$ cat src/rtl/regfile_pkg.sv
// Shared defaults for the P_Risc integer register file and scoreboard.
package regfile_pkg;

    localparam int XLEN_DEF = 32;
    localparam int NREG_DEF = 32;
    localparam int NRD_DEF  = 2;

    // Address width for a register count (NREG is a power of two, >= 2).
    function automatic int aw_of(input int nreg);
        return $clog2(nreg);
    endfunction

endpackage

$ cat src/rtl/regfile_rport.sv
// One read port: x0 forcing, write-back bypass and RAW stall flag.
module regfile_rport #(
    parameter int XLEN = 32,
    parameter int NREG = 32,
    parameter int AW   = 5
) (
    input  logic [AW-1:0]              ra,
    input  logic                       we,
    input  logic [AW-1:0]              wa,
    input  logic [XLEN-1:0]            wd,
    input  logic [NREG-1:1][XLEN-1:0]  mem,
    input  logic [NREG-1:1]            pend,
    output logic [XLEN-1:0]            rd,
    output logic                       rbusy
);

    logic nonzero;
    logic wb_hit;

    always_comb begin
        nonzero = (ra != '0);
        wb_hit  = we && (wa == ra);
        rd      = '0;
        rbusy   = 1'b0;
        if (nonzero) begin
            rd    = wb_hit ? wd : mem[ra];
            // A write-back landing this cycle releases the stall; bypass carries the data.
            rbusy = pend[ra] && !wb_hit;
        end
    end

endmodule

$ cat src/rtl/regfile_sb.sv
// Integer register file with per-register pending bits for RAW stall detection.
module regfile_sb
    import regfile_pkg::*;
#(
    parameter  int XLEN = XLEN_DEF,
    parameter  int NREG = NREG_DEF,
    parameter  int NRD  = NRD_DEF,
    localparam int AW   = aw_of(NREG)
) (
    input  logic                CLK,
    input  logic                RST_N,
    input  logic [NRD*AW-1:0]   RA,
    output logic [NRD*XLEN-1:0] RD,
    output logic [NRD-1:0]      RBUSY,
    input  logic                WE,
    input  logic [AW-1:0]       WA,
    input  logic [XLEN-1:0]     WD,
    input  logic                ISS,
    input  logic [AW-1:0]       ISS_RD,
    input  logic                FLUSH,
    output logic                ANY_BUSY
);

    logic [NREG-1:1][XLEN-1:0] mem;
    logic [NREG-1:1]           pend;
    logic [NREG-1:1]           pend_nxt;
    logic                      any_busy_q;
    logic                      wr_ok;

    assign wr_ok = WE && (WA != '0);

    always_ff @(posedge CLK or negedge RST_N) begin
        if (!RST_N) begin
            mem <= '0;
        end else if (wr_ok) begin
            mem[WA] <= WD;
        end
    end

    // Issue is applied after the clear so a newer producer keeps ownership.
    always_comb begin
        pend_nxt = pend;
        if (FLUSH) begin
            pend_nxt = '0;
        end else begin
            if (wr_ok)
                pend_nxt[WA] = 1'b0;
            if (ISS && (ISS_RD != '0))
                pend_nxt[ISS_RD] = 1'b1;
        end
    end

    always_ff @(posedge CLK or negedge RST_N) begin
        if (!RST_N) begin
            pend       <= '0;
            any_busy_q <= 1'b0;
        end else begin
            pend       <= pend_nxt;
            any_busy_q <= |pend_nxt;
        end
    end

    assign ANY_BUSY = any_busy_q;

    for (genvar i = 0; i < NRD; i++) begin : g_rport
        regfile_rport #(
            .XLEN (XLEN),
            .NREG (NREG),
            .AW   (AW)
        ) u_rport (
            .ra    (RA[i*AW +: AW]),
            .we    (WE),
            .wa    (WA),
            .wd    (WD),
            .mem   (mem),
            .pend  (pend),
            .rd    (RD[i*XLEN +: XLEN]),
            .rbusy (RBUSY[i])
        );
    end

endmodule

$ cat config.mk
export PLATFORM = sky130hd
export DESIGN_NAME = regfile_sb
export DESIGN_NICKNAME = d
export VERILOG_FILES = /design/src/rtl/regfile_pkg.sv /design/src/rtl/regfile_rport.sv /design/src/rtl/regfile_sb.sv
export SDC_FILE = /design/constraint.sdc
export NUM_CORES = 2
export LEC_CHECK = 0
export ABC_AREA = 0
export CAP_MARGIN = 40
export CORE_ASPECT_RATIO = 0.5
export CORE_UTILIZATION = 50
export DETAILED_ROUTE_END_ITERATION = 10
export PLACE_DENSITY = 0.68
export SYNTH_ARGS = -nofsm -noshare
export SYNTH_HDL_FRONTEND = slang
export SYNTH_HIERARCHICAL = 1
export SYNTH_SLANG_ARGS = --single-unit
$ cat constraint.sdc
create_clock -name CLK -period 3.2 [get_ports CLK]
set_clock_uncertainty 0.05 [all_clocks]
set_input_delay 0.64 -clock CLK [delete_from_list [all_inputs] [get_ports CLK]]
set_output_delay 0.64 -clock CLK [all_outputs]
set_load 0.05 [all_outputs]
==> summary.md <==
| Metric | Value |
|---|---|
| DRT iter0 DRCs | `4541` |
| Fin crit period | `3.31 ns` |
| Die Y | `240 µm` |
| Status | `finished with violations` |
| Area Overhead vs Synth | `22.6%` |
| Synth Register Bits | `1024` |
| Final Hold Vio Count | `0` |
| Area of the die | `114000 µm²` |
| Port bufs | `123` |
| First-pass GRT wire length | `280000 µm` |
| Setup violations, final | `25` |
| CTS clk-pin slew, worst paths | `0.06 ns` |
| H-tree levels | `3` |
| Layout cells sized above 1 | `54.6%` |
| Period utilization | `103%` |
| Leakage | `29.9 nW` |
| Worst hold path type | `in2async` |
| Final GP Congestion | `0.898` |
| Top post-synthesis cells by count | `mux2_2, dfrtp_1, mux4_2, mux2i_1, clkbuf_1` |
| Setup TNS | `-1.24 ns` |
| Vias | `40548` |
| Synth area leaders | `dfrtp_1, mux2_2, mux4_2, mux2i_1, clkbuf_1` |
| Synth area leader | `dfrtp_1` |
| Worst Max-Slew Pin Slew | `0.944 ns` |
| Routed length per instance | `32.0 µm` |
| Total Wirelength | `191000 µm` |
| Final net count | `4443` |
| Antenna Nets Post-Route | `0` |
| Layout fillers | `8136` |
| Yosys cell types | `61` |
| Max-Cap Viols | `0` |
| Finished Layout Cells | `5967` |
| CTS tree | `done` |
| CP startpoint kind | `primary input` |
| Main synth FF type | `dfrtp_1` |
| Core Area | `111000 µm²` |
| Sequential share of the synthesized area | `45.4%` |
| Utilization after layout | `62.3%` |
| Worst setup margin | `-0.106 ns` |
| Peak supply drop | `399 µV` |
| Design Power | `39.6 mW` |
| Max Fclk | `302 MHz` |
| Critical path type | `in2out` |
| Average size of a mapped cell | `14.0 µm²` |
| Number of global-route vias before repair | `41220` |
| WP data arrival | `2.62 ns` |
| Final Max Tran Viols | `0` |
| Starting Density | `50.8%` |
| DRT Pass-1 Iters | `6` |
| Global Route Usage Sum | `33.3%` |
| Element type at the critical path end | `output pin` |
| Number of remaining DRC errors | `0` |
| Die X-Extent | `477 µm` |
| Slew headroom | `37.0%` |
| Clock root buffer | `clkbuf_16` |
| Critical path fanouts, max | `7` |
| Vias per std cell | `6.80` |
| Worst slack at placement | `-0.451 ns` |
| Pin count of the biggest net entering global routing | `103` |
| Synth async-reset ratio | `100%` |
| IO Pins | `124` |
| # clock sinks | `1024` |
| EDFF count, synth | `0` |
| Std cell rows | `86` |
| Violated checks | `negative setup slack` |
| Max Root-Sink Buffers | `3` |
| Most frequent cell after synthesis | `mux2_2` |
| Inst Count DP | `5698` |
| Top cell type's share of synthesized area | `45.4%` |
| Initial antenna violation count | `3` |
| Total nets after synthesis | `4094` |
| Hpwl dp | `122000 µm` |
| Total CTS buffers | `96` |
| Critical Path RT | `2.51 ns` |
| GR Overflow Total | `0` |
| RSZ-0062 raised after global routing | `true` |
| Area of the mapped netlist | `56500 µm²` |
| Ys Warns | `6` |
| Power Density | `572 nW/µm²` |
| Clk_lat worst skew | `0.70 ns` |
| Post-Synthesis Cells | `4037` |
layout by cell type (no fill, tap or decap), types with 18 or more instances in the layout:
cell type,Yosys,layout
dfrtp_1,1024,1024
mux4_2,368,368
a31oi_1,89,40
o21ai_0,68,27
a22oi_1,56,50
o22ai_1,35,23
o2111ai_1,38,20
clkdlybuf4s50_1,0,42
nand2_1,98,82
clkbuf_8,0,19
clkinv_2,0,20
a211oi_1,38,38
clkbuf_16,0,109
buf_12,0,198
nor2_1,50,28
nor2_4,3,20
o2111ai_2,0,18
nor2b_1,89,80
nand2b_1,20,19
mux2i_1,244,230
o32a_1,36,36
buf_4,49,383
mux2_2,1068,1068
a31oi_4,0,34
a221oi_1,44,44
o21ai_1,8,38
buf_6,26,21
a21oi_1,29,27
cell families after synthesis:
logic type	count (synthesis)	synth area share [%]
mux	1682	40.3
buf+inv	450	3.87
flops	1024	45.4
xor+xnor	10	0.155
compound gates	533	6.95
simple gates	338	3.29
stage by stage:
stage          cell area (µm²)  hold slack [ns]
5_1_grt                  69200            0.355
3_5_place_dp             63900            0.454
4_1_cts                  68200            0.333
6_report                 69200            0.357
3_3_place_gp             63900            0.446
2_1_floorplan            56800            0.294
sequential cells by signal (all words and copies together), names as in the netlist:
register  count
ANY_BUSY      1
mem         992
pend         31
per-layer routing:
metal | track usage, % | vias up | part of all wire, %
met5 | 0 | - | 0
met3 | 7.27 | 461 | 9.8
met4 | 13.5 | 0 | 4.6
li1 | - | 16387 | -
met1 | 45.8 | 21547 | 40
met2 | 51.4 | 2153 | 45
area by class of cell:
cell class                 count  area, µm²  area share (%)
inverter                      15       56.3          0.0813
clock buffer                 131       2810            4.06
clock inverter                48        556           0.802
multi-input combinational   2563      29900            43.2
antenna                        4       10.0          0.0145
tap                         1496       1870            2.70
timing repair buffer         686       8430            12.2
sequential                  1024      25600            37.0
power by group:
part	leakage (nW)	internal (mW)	total, mW	switching, mW
clock	1.64	6.99	12.4	5.39
combinational	15.1	5.71	9.97	4.25
sequential	13.1	15.4	17.2	1.83
total	29.9	28.1	39.6	11.5
final timing paths:
check                                        to  depth (start not counted)  slack, ns            startpoint
min in group CLK           mem[248]$_DFFE_PN0P_                          1       0.47  mem[248]$_DFFE_PN0P_
max in group asynchronous    pend[18]$_DFF_PN0_                          4       1.61                 RST_N
hold reg to reg            mem[248]$_DFFE_PN0P_                          1       0.47  mem[248]$_DFFE_PN0P_
setup reg to reg             ANY_BUSY$_DFF_PN0_                          4       1.42     pend[1]$_DFF_PN0_
hold / removal             mem[484]$_DFFE_PN0P_                          2       0.36                 RST_N
setup / recovery                         RD[35]                         10      -0.11                 RA[5]
critical path: stages:
cell and delay, ns:
buf_16 0.14, buf_12 0.13, xor2_1 0.16, nor4_2 0.29, buf_4 0.18, nand3_4 0.15, buf_12 0.21, buf_16 0.17
a31oi_4 0.32, buf_12 0.18
timing repair:
item / in CTS / in global routing
cloned: 6 / 9
pin swaps: 31 / 28
setup endpoints to repair: 66 / 66
gates resized for setup: 124 / 99
hold endpoints to repair: 21 / 0
hold buffers: 1 / 0
setup buffers: 26 / 53
No activity file was read; power rests on OpenSTA's default activity.
